[src/rtl/video_pkg.sv]
// Shared types and constants for the video input capture block.
package video_pkg;

   typedef logic [7:0] pixel_t;

   typedef enum logic [1:0] {IDLE, ARM, FRAME, DROP} vin_state_t;

   localparam int PIX_PER_WORD = 4;
   localparam int WORD_W       = PIX_PER_WORD * 8;
   localparam int DEF_WIDTH    = 640;
   localparam int DEF_HEIGHT   = 480;
   localparam int CNT_W        = 10;

endpackage

[src/rtl/video_in_capture_if.sv]
// Pixel stream in, packed FIFO write out. master = capture block, slave = source/FIFO side.
interface video_in_capture_if;
   import video_pkg::*;

   logic                clk_in;
   pixel_t              pixel_in;
   logic                frame_valid;
   logic                line_valid;
   logic                w_req;
   logic [WORD_W-1:0]   w_data;
   logic                fifo_full;

   modport master (
      input  clk_in, pixel_in, frame_valid, line_valid, fifo_full,
      output w_req, w_data
   );

   modport slave (
      output clk_in, pixel_in, frame_valid, line_valid, fifo_full,
      input  w_req, w_data
   );

endinterface

[src/rtl/clk_edge_sync.sv]
// Two-flop synchronizer with rising-edge detect; o_tick is a one-cycle pulse per 0->1 of i_async.
module clk_edge_sync (
   input  logic clk,
   input  logic nRST,
   input  logic i_async,
   output logic o_tick
);

   logic r_s1, r_s2, r_prev;

   always_ff @(posedge clk or negedge nRST) begin
      if (!nRST) begin
         r_s1   <= 1'b0;
         r_s2   <= 1'b0;
         r_prev <= 1'b0;
      end else begin
         r_s1   <= i_async;
         r_s2   <= r_s1;
         r_prev <= r_s2;
      end
   end

   assign o_tick = r_s2 & ~r_prev;

endmodule

[src/rtl/video_in_capture.sv]
// Samples pixel stream in clk domain, packs 4 pixels/word into the input FIFO, checks geometry.
// Optional VIDEO_IN_STATS_EN adds frame_cnt / drop_cnt outputs.
module video_in_capture
   import video_pkg::*;
#(
   parameter int WIDTH  = DEF_WIDTH,
   parameter int HEIGHT = DEF_HEIGHT
) (
   input  logic               clk,
   input  logic               nRST,
   video_in_capture_if.master vif,
   input  logic               clr_err,
   output logic               frame_done,
   output logic               frame_ok,
   output logic               err_geom,
   output logic               err_ovf
`ifdef VIDEO_IN_STATS_EN
   ,
   output logic [15:0]        frame_cnt,
   output logic [15:0]        drop_cnt
`endif
);

   localparam logic [CNT_W-1:0] W_CNT   = CNT_W'(WIDTH);
   localparam logic [CNT_W-1:0] H_CNT   = CNT_W'(HEIGHT);
   localparam logic [CNT_W-1:0] CNT_MAX = '1;

   // fv/lv/pixel share the synchronizer depth of clk_in so they line up with the tick
   logic [9:0]          r_sync1, r_sync2;
   logic                w_tick, w_fv, w_lv;
   pixel_t              w_pix;

   vin_state_t          r_state, w_state_nx;
   logic                r_fv_prev, r_lv_prev;
   logic [CNT_W-1:0]    r_pix_cnt, r_line_cnt, w_pix_cnt_nx, w_line_cnt_nx;
   logic                r_bad, w_bad_nx;
   logic [WORD_W-1:0]   r_pack, w_pack_nx;

   logic                r_w_req, r_frame_done, r_frame_ok, r_err_geom, r_err_ovf;
   logic [WORD_W-1:0]   r_w_data;
   logic                w_fv_rise, w_fv_fall, w_close;
   logic                w_wr, w_done, w_ok, w_drop_end, w_set_geom, w_set_ovf;

   clk_edge_sync u_clk_sync (
      .clk     (clk),
      .nRST    (nRST),
      .i_async (vif.clk_in),
      .o_tick  (w_tick)
   );

   always_ff @(posedge clk or negedge nRST) begin
      if (!nRST) begin
         r_sync1 <= '0;
         r_sync2 <= '0;
      end else begin
         r_sync1 <= {vif.line_valid, vif.frame_valid, vif.pixel_in};
         r_sync2 <= r_sync1;
      end
   end

   assign w_pix     = r_sync2[7:0];
   assign w_fv      = r_sync2[8];
   assign w_lv      = r_sync2[9];
   assign w_fv_rise = w_fv & ~r_fv_prev;
   assign w_fv_fall = ~w_fv & r_fv_prev;
   // fv dropping while lv is still high ends the line as well
   assign w_close   = r_lv_prev & (~w_lv | ~w_fv);

   always_comb begin
      w_state_nx    = r_state;
      w_pix_cnt_nx  = r_pix_cnt;
      w_line_cnt_nx = r_line_cnt;
      w_bad_nx      = r_bad;
      w_pack_nx     = r_pack;
      w_wr          = 1'b0;
      w_done        = 1'b0;
      w_ok          = 1'b0;
      w_drop_end    = 1'b0;
      w_set_geom    = 1'b0;
      w_set_ovf     = 1'b0;
      if (w_tick) begin
         case (r_state)
            IDLE: if (!w_fv) w_state_nx = ARM;
            ARM: if (w_fv_rise) begin
               w_state_nx    = FRAME;
               w_pix_cnt_nx  = '0;
               w_line_cnt_nx = '0;
               w_bad_nx      = 1'b0;
            end
            FRAME: begin
               if (w_close) begin
                  if (r_pix_cnt != W_CNT) begin
                     w_set_geom = 1'b1;
                     w_bad_nx   = 1'b1;
                  end
                  if (r_line_cnt != CNT_MAX) w_line_cnt_nx = r_line_cnt + 1'b1;
                  w_pix_cnt_nx = '0;
               end else if (w_lv && w_fv) begin
                  if (r_pix_cnt < W_CNT && r_line_cnt < H_CNT) begin
                     w_pack_nx[{r_pix_cnt[1:0], 3'b000} +: 8] = w_pix;
                     if (r_pix_cnt[1:0] == 2'd3) begin
                        if (vif.fifo_full) begin
                           w_set_ovf  = 1'b1;
                           w_bad_nx   = 1'b1;
                           w_state_nx = DROP;
                        end else begin
                           w_wr = 1'b1;
                        end
                     end
                  end
                  if (r_pix_cnt != CNT_MAX) w_pix_cnt_nx = r_pix_cnt + 1'b1;
               end
               if (w_fv_fall) begin
                  if (w_line_cnt_nx != H_CNT) begin
                     w_set_geom = 1'b1;
                     w_bad_nx   = 1'b1;
                  end
                  w_done     = 1'b1;
                  w_ok       = ~w_bad_nx;
                  w_state_nx = ARM;
               end
            end
            DROP: if (w_fv_fall) begin
               w_done     = 1'b1;
               w_drop_end = 1'b1;
               w_state_nx = ARM;
            end
            default: w_state_nx = IDLE;
         endcase
      end
   end

   always_ff @(posedge clk or negedge nRST) begin
      if (!nRST) begin
         r_state      <= IDLE;
         r_fv_prev    <= 1'b0;
         r_lv_prev    <= 1'b0;
         r_pix_cnt    <= '0;
         r_line_cnt   <= '0;
         r_bad        <= 1'b0;
         r_pack       <= '0;
         r_w_req      <= 1'b0;
         r_w_data     <= '0;
         r_frame_done <= 1'b0;
         r_frame_ok   <= 1'b0;
         r_err_geom   <= 1'b0;
         r_err_ovf    <= 1'b0;
      end else begin
         r_state      <= w_state_nx;
         r_pix_cnt    <= w_pix_cnt_nx;
         r_line_cnt   <= w_line_cnt_nx;
         r_bad        <= w_bad_nx;
         r_pack       <= w_pack_nx;
         r_w_req      <= w_wr;
         r_frame_done <= w_done;
         r_frame_ok   <= w_done & w_ok;
         if (w_tick) begin
            r_fv_prev <= w_fv;
            r_lv_prev <= w_lv;
         end
         if (w_wr) r_w_data <= w_pack_nx;
         // a set in the same cycle as clr_err takes priority
         if (w_set_geom)   r_err_geom <= 1'b1;
         else if (clr_err) r_err_geom <= 1'b0;
         if (w_set_ovf)    r_err_ovf  <= 1'b1;
         else if (clr_err) r_err_ovf  <= 1'b0;
      end
   end

   assign vif.w_req  = r_w_req;
   assign vif.w_data = r_w_data;
   assign frame_done = r_frame_done;
   assign frame_ok   = r_frame_ok;
   assign err_geom   = r_err_geom;
   assign err_ovf    = r_err_ovf;

`ifdef VIDEO_IN_STATS_EN
   logic [15:0] r_frame_cnt, r_drop_cnt;

   always_ff @(posedge clk or negedge nRST) begin
      if (!nRST) begin
         r_frame_cnt <= '0;
         r_drop_cnt  <= '0;
      end else begin
         if (w_done && w_ok) r_frame_cnt <= r_frame_cnt + 16'd1;
         if (w_drop_end)     r_drop_cnt  <= r_drop_cnt + 16'd1;
      end
   end

   assign frame_cnt = r_frame_cnt;
   assign drop_cnt  = r_drop_cnt;
`endif

endmodule

[src/flat_wrapper.sv]
// flat-port wrapper written by rule: the top's interface ports become plain ports
module video_in_capture_flat import video_pkg::*;
#(
   parameter int WIDTH  = DEF_WIDTH,
   parameter int HEIGHT = DEF_HEIGHT
)
  (clk, nRST, clr_err, frame_done, frame_ok, err_geom, err_ovf, vif_clk_in, vif_pixel_in, vif_frame_valid, vif_line_valid, vif_fifo_full, vif_w_req, vif_w_data);
  video_in_capture_if vif_i ();
  input  logic clk;
  input  logic nRST;
  input  logic clr_err;
  output logic frame_done;
  output logic frame_ok;
  output logic err_geom;
  output logic err_ovf;
  input wire logic [$bits(vif_i.clk_in)-1:0] vif_clk_in;
  input wire logic [$bits(vif_i.pixel_in)-1:0] vif_pixel_in;
  input wire logic [$bits(vif_i.frame_valid)-1:0] vif_frame_valid;
  input wire logic [$bits(vif_i.line_valid)-1:0] vif_line_valid;
  input wire logic [$bits(vif_i.fifo_full)-1:0] vif_fifo_full;
  output wire logic [$bits(vif_i.w_req)-1:0] vif_w_req;
  output wire logic [$bits(vif_i.w_data)-1:0] vif_w_data;
  assign vif_i.clk_in = vif_clk_in;
  assign vif_i.pixel_in = vif_pixel_in;
  assign vif_i.frame_valid = vif_frame_valid;
  assign vif_i.line_valid = vif_line_valid;
  assign vif_i.fifo_full = vif_fifo_full;
  assign vif_w_req = vif_i.w_req;
  assign vif_w_data = vif_i.w_data;
  video_in_capture #(.WIDTH(WIDTH), .HEIGHT(HEIGHT)) u_core (.clk(clk), .nRST(nRST), .vif(vif_i), .clr_err(clr_err), .frame_done(frame_done), .frame_ok(frame_ok), .err_geom(err_geom), .err_ovf(err_ovf));
endmodule
[config.mk]
export PLATFORM = sky130hd
export DESIGN_NAME = video_in_capture_flat
export DESIGN_NICKNAME = d
export VERILOG_FILES = /design/src/rtl/video_pkg.sv /design/src/rtl/video_in_capture_if.sv /design/src/rtl/clk_edge_sync.sv /design/src/rtl/video_in_capture.sv /design/src/flat_wrapper.sv
export SDC_FILE = /design/constraint.sdc
export NUM_CORES = 1
export LEC_CHECK = 0
export ABC_AREA = 1
export CORE_ASPECT_RATIO = 1.4
export CORE_UTILIZATION = 30
export CTS_CLUSTER_DIAMETER = 120
export DETAILED_ROUTE_END_ITERATION = 10
export PLACE_DENSITY_LB_ADDON = 0.08
export SETUP_SLACK_MARGIN = 0.1
export SLEW_MARGIN = 20
export SYNTH_ARGS = -nofsm -noshare
export SYNTH_HDL_FRONTEND = slang
export SYNTH_HIERARCHICAL = 1
export SYNTH_SLANG_ARGS = --single-unit
[constraint.sdc]
create_clock -name clk -period 3.3 [get_ports clk]
set_clock_uncertainty 0.1 [all_clocks]
set_input_delay 0.99 -clock clk [delete_from_list [all_inputs] [get_ports clk]]
set_output_delay 0.99 -clock clk [all_outputs]
set_load 0.1 [all_outputs]
* After elaboration in Yosys (flattened, before gate mapping)
Cells that the tools add are included.
** Word-level totals
- Input bits :: 15
- Logic and storage cells :: 132
- Output and inout port bits :: 37
- Register bits :: 117
** Operators by class
- Magnitude comparators :: 2
- Muxes and demuxes :: 68
- Add/subtract/negate cells :: 3
- Equality and inequality tests :: 18
- Reductions and logical operators :: 10
- Shifts and indexed selects :: 2
- Bitwise logic cells :: 11
** Operators by type and width (count)
- two-way mux 32 bit :: 5
- two-way mux 10 bit :: 8
- two-way mux 1 bit :: 41
- one-hot mux 10 bit (2 select lines) :: 2
- bitwise mux 32 bit :: 1
- variable shift 8 x 7 -> 32 bit, first input constant :: 1
- variable part select 8 x 7 -> 32 bit :: 1
- != test 10 bit, second input constant :: 3
- adder 10 x 1 -> 10 bit, second input constant :: 2
- two-way mux 2 bit :: 9
- != test 3 x 1 -> 1 bit, second input constant :: 5
- < comparator 10 bit, second input constant :: 1
- < comparator 10 x 9 -> 1 bit, second input constant :: 1
- != test 10 x 9 -> 1 bit, second input constant :: 1
- AND reduction 9 bit :: 1
- one-hot mux 2 bit (4 select lines) :: 1
- negator 5 -> 7 bit :: 1
- == test 2 bit, second input constant :: 3
- != test 3 x 2 -> 1 bit, second input constant :: 2
- nonzero test 2 bit :: 3
- bitwise AND 1 bit :: 5
- inverter 1 bit :: 5
- AND reduction 5 bit :: 1
- != test 2 x 1 -> 1 bit, second input constant :: 2
- other kinds (8) :: 9

* Longest topological paths before layout
Gate-level depths: netlist of run 1.
- Depth in word-level cells :: 16
- Depth in mapped cells :: 15
- Mapped depth without buffers :: 15

* Hierarchy
Netlist of run 1, hierarchy kept.
** Modules (own cells, without submodules)
- video_in_capture :: instances 1, sequential area each 2852.7 um^2, cells each 564, area each 5033.6 um^2
- clk_edge_sync :: instances 1, sequential area each 75.1 um^2, cells each 5, area each 85.1 um^2

* Worst setup path after synthesis of run 1
No wires, ideal clock.
- Kind :: register -> register
- Start :: register u_core.r_pix_cnt[0]
- End :: register u_core.r_w_data[19] (netlist: u_core/vif.w_data[19])
- Path buffers :: 0
- Clock period less this slack :: 1.994 ns
- Library setup time :: 0.083 ns
- Data required time :: 3.117 ns
- Path slack :: 1.306 ns
- Cell stages (with the launch flop) :: 9
- Data arrival time :: 1.811 ns
- Path through :: dfrtp_1 > inv_1 > ha_1 > clkinv_1 > nor3_2 > nand2_1 > inv_1 > o21ai_0 > o21ai_0
** Between the ends
- Cells in the longest elaborated chain, start to end :: 8
- Elaborated cells between the ends (all ways) :: 18
- Those cells by class :: 1 x add/sub; 1 x order compare; 1 x eq/ne; 2 x shift; 12 x mux; 1 x reduce/logical
** RTL lines
- start: declaration :: RTL line video_in_capture.sv:35 : logic [CNT_W-1:0] r_pix_cnt, r_line_cnt, w_pix_cnt_nx, w_line_cnt_nx;
- start signal: assignment :: RTL line video_in_capture.sv:150 : r_pix_cnt <= w_pix_cnt_nx;
- negator 5 -> 7 bit :: RTL line video_in_capture.sv:100 : w_pack_nx[{r_pix_cnt[1:0], 3'b000} +: 8] = w_pix;
- variable part select 8 x 7 -> 32 bit or variable shift 8 x 7 -> 32 bit (tied branches) :: RTL line video_in_capture.sv:100
- bitwise mux 32 bit :: RTL line video_in_capture.sv:100
- two-way mux 32 bit :: RTL line video_in_capture.sv:99 : if (r_pix_cnt < W_CNT && r_line_cnt < H_CNT) begin
- two-way mux 32 bit :: RTL line video_in_capture.sv:98 : end else if (w_lv && w_fv) begin
- two-way mux 32 bit :: RTL line video_in_capture.sv:91 : if (w_close) begin
- two-way mux 32 bit :: RTL line video_in_capture.sv:82 : case (r_state)
- two-way mux 32 bit :: RTL line video_in_capture.sv:81 : if (w_tick) begin
- end signal: assignment :: RTL line video_in_capture.sv:161 : if (w_wr) r_w_data <= w_pack_nx;
- end: declaration :: RTL line video_in_capture.sv:40 : logic [WORD_W-1:0] r_w_data;
Parallel ways exist; a longest one is shown, timed or not.
A chain may end at the register's enable or synchronous reset.

* Worst setup path in the final report of run 1
- Start :: register u_core.r_state[0]
- End :: register u_core.r_pix_cnt[6]
** Between the ends
- Cells in the longest elaborated chain, start to end :: 3
- Elaborated cells between the ends (all ways) :: 8
- Those cells by class :: 5 x eq/ne; 1 x mux; 2 x reduce/logical
** RTL lines
- start: declaration :: RTL line video_in_capture.sv:33 : vin_state_t r_state, w_state_nx;
- start signal: assignment :: RTL line video_in_capture.sv:149 : r_state <= w_state_nx;
- == test 2 bit or == test 2 x 1 -> 1 bit (tied branches) :: RTL line video_in_capture.sv:82
- != test 3 x 1 -> 1 bit (no source line) (tied with other cells)
- AND reduction 5 bit (no source line)
Parallel ways exist; a longest one is shown, timed or not.

==> results of run 1 <==
-- flip-flops by register name (all words and copies together) (netlist names) --
register                  count
u_core/r_bad                  1
u_core/r_sync2               10
u_core/r_fv_prev              1
u_core/r_line_cnt            10
u_core/r_sync1               10
u_core/r_pack                32
u_core/vif.w_req              1
u_core/frame_ok               1
u_core/u_clk_sync/r_s1        1
u_core/r_state                2
u_core/err_geom               1
u_core/u_clk_sync/r_s2        1
u_core/r_lv_prev              1
u_core/frame_done             1
u_core/u_clk_sync/r_prev      1
u_core/vif.w_data            32
u_core/r_pix_cnt             10
u_core/err_ovf                1
-- kinds of logic after synthesis --
kind of cell | synth area share
AOI/OAI and AO/OA | 0.0760
xor gates and xnor gates | 0.00342
adders and majority gates | 0.0293
buffers and inverters | 0.0508
DFF | 0.572
muxes | 0.00220
and+or+nand+nor | 0.266
-- cells in the final DEF (no fill, tap or decap), types with 2 or more instances in the layout --
cell / Yosys / layout
a21oi_1: 5 / 5
buf_4: 1 / 45
bufinv_16: 0 / 3
clkbuf_16: 0 / 17
clkbuf_8: 0 / 3
clkdlybuf4s50_1: 0 / 13
clkinv_4: 0 / 4
clkinvlp_4: 0 / 2
dfrtp_1: 117 / 117
ha_1: 12 / 12
inv_1: 46 / 46
inv_2: 5 / 5
nand2_1: 193 / 193
nand2_2: 5 / 5
nand3_1: 44 / 44
nand3_2: 2 / 2
nand4_1: 9 / 9
nor2_1: 26 / 26
nor2_2: 6 / 6
nor2_4: 4 / 4
nor3_1: 7 / 7
nor4_1: 2 / 2
o21ai_0: 35 / 35
o21ai_1: 9 / 9
o22ai_1: 7 / 7
o31ai_1: 2 / 2
o41ai_1: 4 / 4
or2_2: 3 / 3
xor2_1: 2 / 2
-- power breakdown --
group          switching (W)  leakage [nW]  total (W)  internal [W]
clock               0.000663         0.295    0.00191       0.00125
combinational       0.000334          1.36   0.000489      0.000156
sequential         0.0000546          1.56    0.00158       0.00152
-- critical path, cell delays in order (launching register included) --
cell	delay [ns]
dfrtp_1	0.43
inv_1	0.11
ha_1	0.30
o211ai_1	0.19
inv_1	0.37
nand2_1	0.16
nor2_4	0.21
inv_2	0.10
nor2_2	0.21
nand3_1	0.10
nand2_1	0.07
nor2_1	0.04
-- layout make-up --
class                   count  area [um2]
clock buffers              20         467
clock inverters            10         149
fillers                  1697       10300
inverters                  52         195
multi-input cells         388        1930
flip-flops and latches    117        2930
well taps                 203         254
repair buffers             59         488
-- metal layers --
| metal | part of all wire | GRT usage |
|---|---|---|
| met5 | 0 | 0 |
| met4 | 0.014 | 0.0610 |
| met3 | 0.024 | 0.0383 |
| met2 | 0.54 | 0.289 |
| met1 | 0.42 | 0.168 |
-- path summary, 6_finish.rpt --
check / from / endpoint / slack [ns] / cells after the start
min: u_core/r_sync1[8]$_DFF_PN0_ / u_core/r_sync2[8]$_DFF_PN0_ / 0.24 / 0
max: u_core/r_state[0]$_DFFE_PN0P_ / u_core/r_pix_cnt[6]$_DFFE_PN0P_ / 0.79 / 11
max reg2reg: u_core/r_state[0]$_DFFE_PN0P_ / u_core/r_pix_cnt[6]$_DFFE_PN0P_ / 0.79 / 11
min in group asynchronous: nRST / u_core/u_clk_sync/r_prev$_DFF_PN0_ / 0.47 / 1
min reg2reg: u_core/r_sync1[8]$_DFF_PN0_ / u_core/r_sync2[8]$_DFF_PN0_ / 0.24 / 0
max in group asynchronous: nRST / u_core/r_pack[5]$_DFF_PN0_ / 1.96 / 2
-- stage by stage --
step                instance area, um2  power, W   util  cells
finish                            6410   0.00398  0.383    849
global route                      6410   0.00417  0.383    849
CTS                               6410   0.00404  0.383    849
detailed placement                5800   0.00210  0.346    819
global placement                  5800   0.00209  0.346    819
floorplan                         5120   0.00191      -    569
==> flow_summary_export.csv, run 1 <==
group,metric,value,unit
sta,whs,0.244,ns
floorplanning,die_h,157,um
placement,post-place-ws,0.699,ns
grt,grt_pass1_wl,20900,um
drt,first_iter_violations,162,
logic_synthesis,synth_area_leaders,"dfrtp_1, nand2_1, nand3_1",
logic_synthesis,synth_seq_cells,117,
drt,routed_wl,12300,um
clock_network,cts_buffer_depth,2,
floorplanning,boundaryPins,52,
hold_path,hold_class,"reg2reg",
clock_network,ctsResizeCount,0,
worst_setup_path,critical_path_class,"reg2reg",
grt,track_usage,0.155,
clock_network,cts_tree,"yes",
logic_synthesis,synth_commonest_cells,"nand2_1, dfrtp_1, inv_1, nand3_1, o21ai_0",
floorplanning,num_rows,56,
run_status,status,"complete, no violations",
layout,num_antenna_cells,0,
drt,vias,3910,
pwr,p_leak,3.21,nW
logic_synthesis,syn_nets,596,
grt,grt_pass1_vias,4177,
layout,drive_gt1_frac,0.164,
logic_synthesis,synthFlopType,"dfrtp_1",
pwr,p_per_area,620,mW/mm2
logic_synthesis,ys.warnings.count,6,
clock_network,root_buffer,"clkbuf_16",
sta,worstMarginPinSlew,0.613,ns
grt,grt_max_degree,41,
placement,hpwl,8660,um
grt,gr-total-overflow,0,
sta,slew_violations,0,
clock_network,h-tree-depth,4,
clock_network,cts.sinks,117,
sta,hold_violations,0,
placement,portBuffers,51,
logic_synthesis,synth-edff-count,0,
worst_setup_path,worstSetupEndpointType,"flop",
floorplanning,design.die.area,0.0176,mm2
clock_network,numCtsBuffers,17,
layout,nets,662,
worst_setup_path,critPathArrivalTime,2.70,ns
sta,rsz0062_at_grt,"no",
floorplanning,coreArea,0.0167,mm2
clock_network,clock_latency,0.41,ns
sta,setup_viol,0,
run,cap_violations,0,
layout,area_delta_synth_final,25.3,%
logic_synthesis,ys_async_sr_fraction,1.00,
logic_synthesis,seq_area_frac_synth,0.572,
sta,max_freq,399,MHz
logic_synthesis,yosysTopAreaCellShare,0.572,
drt,drc,0,
clock_network,path_clk_slew,0.06,ns
floorplanning,die_x,112,um
clock_network,postCtsHoldBufs,0,
worst_setup_path,required,3.49,ns
logic_synthesis,yosysMostFrequentCell,"nand2_1",
logic_synthesis,netlist_instances,569,
sta,period_share,0.760,
worst_setup_path,worst_setup_path_start_kind,"flop",
sta,fin_ws,0.794,ns
drt,drt-vias-per-instance,4.61,
logic_synthesis,syn-cell-area,0.00512,mm2
sta,slew_headroom,0.590,
placement,globalplace.congestion,0.848,
drt,antenna_left,0,
worst_setup_path,cp_max_fo,11,
logic_synthesis,synth_largest_area_cell,"dfrtp_1",
sta,period_minus_slack,2.51,ns
drt,routedWlPerCell,14.5,um
sta,fin_setup_tns,0,ns
floorplanning,initial_core_util,0.306,
grt,antenna_found_initial,0,
logic_synthesis,syn_avg_cell_area,9.00,um2
drt,drt_first_pass_iters,4,
logic_synthesis,synth_cell_types,38,
pwr,irDropWorstVdd,0.305,mV
clock_network,post_cts_buffers,0,
(Power assumes the default switching activity.)
==> inputs of run 2 (changes only) <==
==> constraint.sdc (replaced) <==
create_clock -name clk -period 2.41 [get_ports clk]
set_clock_uncertainty 0.1 [all_clocks]
set_input_delay 0.723 -clock clk [delete_from_list [all_inputs] [get_ports clk]]
set_output_delay 0.723 -clock clk [all_outputs]
set_load 0.1 [all_outputs]
==> run 2 against run 1 <==
Non-clock buffer count rose by 7. Total power increased by 35%. Final cell count rose by 0.94%. Routed wire length down 0.94%. Critical endpoint is now u_core/vif.w_data[28]$_DFFE_PN0P_. Setup slack got worse by 0.53 ns. Highest routed layer unchanged. Cell area increased by 1.2%.
==> flow_summary_export.csv, run 2 (synthesis gave the netlist of run 1 again) <==
group,metric,value,unit
floorplanning,num_rows,56,
placement,globalplace.congestion,0.815,
drt,routed_wl,12200,um
pwr,p_total,0.00539,W
pwr,irDropWorstVdd,0.381,mV
floorplanning,die_x,112,um
sta,hold_violations,0,
grt,grt_pass1_wl,20300,um
sta,slew_headroom,0.682,
worst_setup_path,worst_setup_path_start_kind,"flop",
placement,hpwl,8550,um
worst_setup_path,worstPathCellList,"inv_1, ha_2, nand2_2, nor2_4, nand2_2, o41ai_1, nand2_1, nand2_1",
grt,grt_max_degree,61,
placement,placed_cells,823,
drt,drc,0,
worst_setup_path,cp_max_fo,14,
worst_setup_path,required,2.66,ns
floorplanning,coreArea,0.0167,mm2
sta,period_share,0.890,
sta,max_freq,466,MHz
layout,final_cells,857,
pwr,p_leak,3.24,nW
clock_network,numCtsBuffers,17,
sta,period_minus_slack,2.14,ns
sta,whs,0.0972,ns
run_status,status,"complete, no violations",
layout,final_common_cell,"nand2_1",
clock_network,path_clk_slew,0.05,ns
clock_network,cts_tree,"yes",
grt,grt_pass1_vias,4116,
floorplanning,boundaryPins,52,
clock_network,cts_buffer_depth,2,
worst_setup_path,critPathArrivalTime,2.39,ns
sta,worstMarginPinSlew,0.471,ns
layout,area_delta_synth_final,26.8,%
drt,drt-vias-per-instance,4.62,
clock_network,root_buffer,"clkbuf_16",
sta,fin_setup_tns,0,ns
layout,drive_gt1_frac,0.179,
grt,track_usage,0.153,
clock_network,cts.sinks,117,
clock_network,clock_latency,0.41,ns
sta,rsz0062_at_grt,"yes",
layout,final_cell_mix,"nand2_1, dfrtp_1, buf_4",
layout,nets,669,
worst_setup_path,critical_path_class,"reg2reg",
run,cap_violations,0,
worst_setup_path,slowest_stage,"o41ai_1",
worst_setup_path,slowest_delay,0.52,ns
drt,routedWlPerCell,14.2,um
worst_setup_path,reg2regPathDepth,8,
drt,drt_first_pass_iters,4,
floorplanning,design.die.area,0.0176,mm2
clock_network,postCtsHoldBufs,0,
floorplanning,die_h,157,um
layout,num_antenna_cells,0,
sta,slew_violations,0,
floorplanning,initial_core_util,0.306,
placement,portBuffers,51,
sta,setup_viol,0,
worst_setup_path,worstSetupEndpointType,"flop",
hold_path,hold_class,"in2async",
drt,first_iter_violations,191,
drt,antenna_left,0,
clock_network,h-tree-depth,4,
grt,gr-total-overflow,0,
pwr,p_per_area,830,mW/mm2
grt,antenna_found_initial,0,
drt,vias,3962,
-- run 2: final timing paths --
| check | startpoint | endpoint | slack (ns) |
|---|---|---|---|
| hold / removal | nRST | u_core/r_state[0]$_DFFE_PN0P_ | 0.1 |
| setup / recovery | u_core/r_state[0]$_DFFE_PN0P_ | u_core/vif.w_data[28]$_DFFE_PN0P_ | 0.27 |
| hold reg to reg | u_core/r_sync1[4]$_DFF_PN0_ | u_core/r_sync2[4]$_DFF_PN0_ | 0.25 |
| setup reg to reg | u_core/r_state[0]$_DFFE_PN0P_ | u_core/vif.w_data[28]$_DFFE_PN0P_ | 0.27 |
| max in group asynchronous | nRST | u_core/r_pack[31]$_DFF_PN0_ | 1.49 |
| min in group clk | u_core/r_sync1[4]$_DFF_PN0_ | u_core/r_sync2[4]$_DFF_PN0_ | 0.25 |
-- run 2: cell type report --
cell class	count	area, um2
clock buffer	24	502
clock inverter	7	95.1
fill	1693	10300
inverter	52	198
multi-input combinational	388	1960
sequential	117	2930
tap	203	254
timing repair buffer	66	557
-- run 2: through the flow --
stage,util,setup slack (ns),area [um2]
CTS,0.384,0.111,6430
global route,0.387,0.0853,6490
global placement,0.349,0.0777,5840
finish,0.387,0.265,6490
floorplan,-,0.416,5120
detailed placement,0.349,0.0699,5840
-- run 2: routing by layer --
metal  global-route usage  wire, um
met5                    0         0
met4               0.0673       235
met3               0.0395       351
met2                0.285      6670
met1                0.162      4920
-- run 2: critical path: cells and delay by family, from the launching register on --
kind	cells	cell delay (ns)
buffers and inverters	1	0.11
and+or+nand+nor	5	0.67
AOI/OAI and AO/OA	1	0.52
DFF	1	0.43
adders and majority gates	1	0.25
-- run 2: what timing repair did --
| item | CTS | global route |
|---|---|---|
| setup endpoints to repair | 0 | 40 |
| gates resized for setup | 0 | 14 |
| buffers inserted | 0 | 3 |
-- run 2: where the power goes --
| part | total [W] | switching, W | internal (W) | leakage, nW |
|---|---|---|---|---|
| Clock | 0.00252 | 0.000866 | 0.00165 | 0.281 |
| Sequential | 0.00217 | 0.0000797 | 0.00209 | 1.56 |
| Combinational | 0.000704 | 0.000463 | 0.000241 | 1.39 |
| Total | 0.00539 | 0.00141 | 0.00398 | 3.24 |
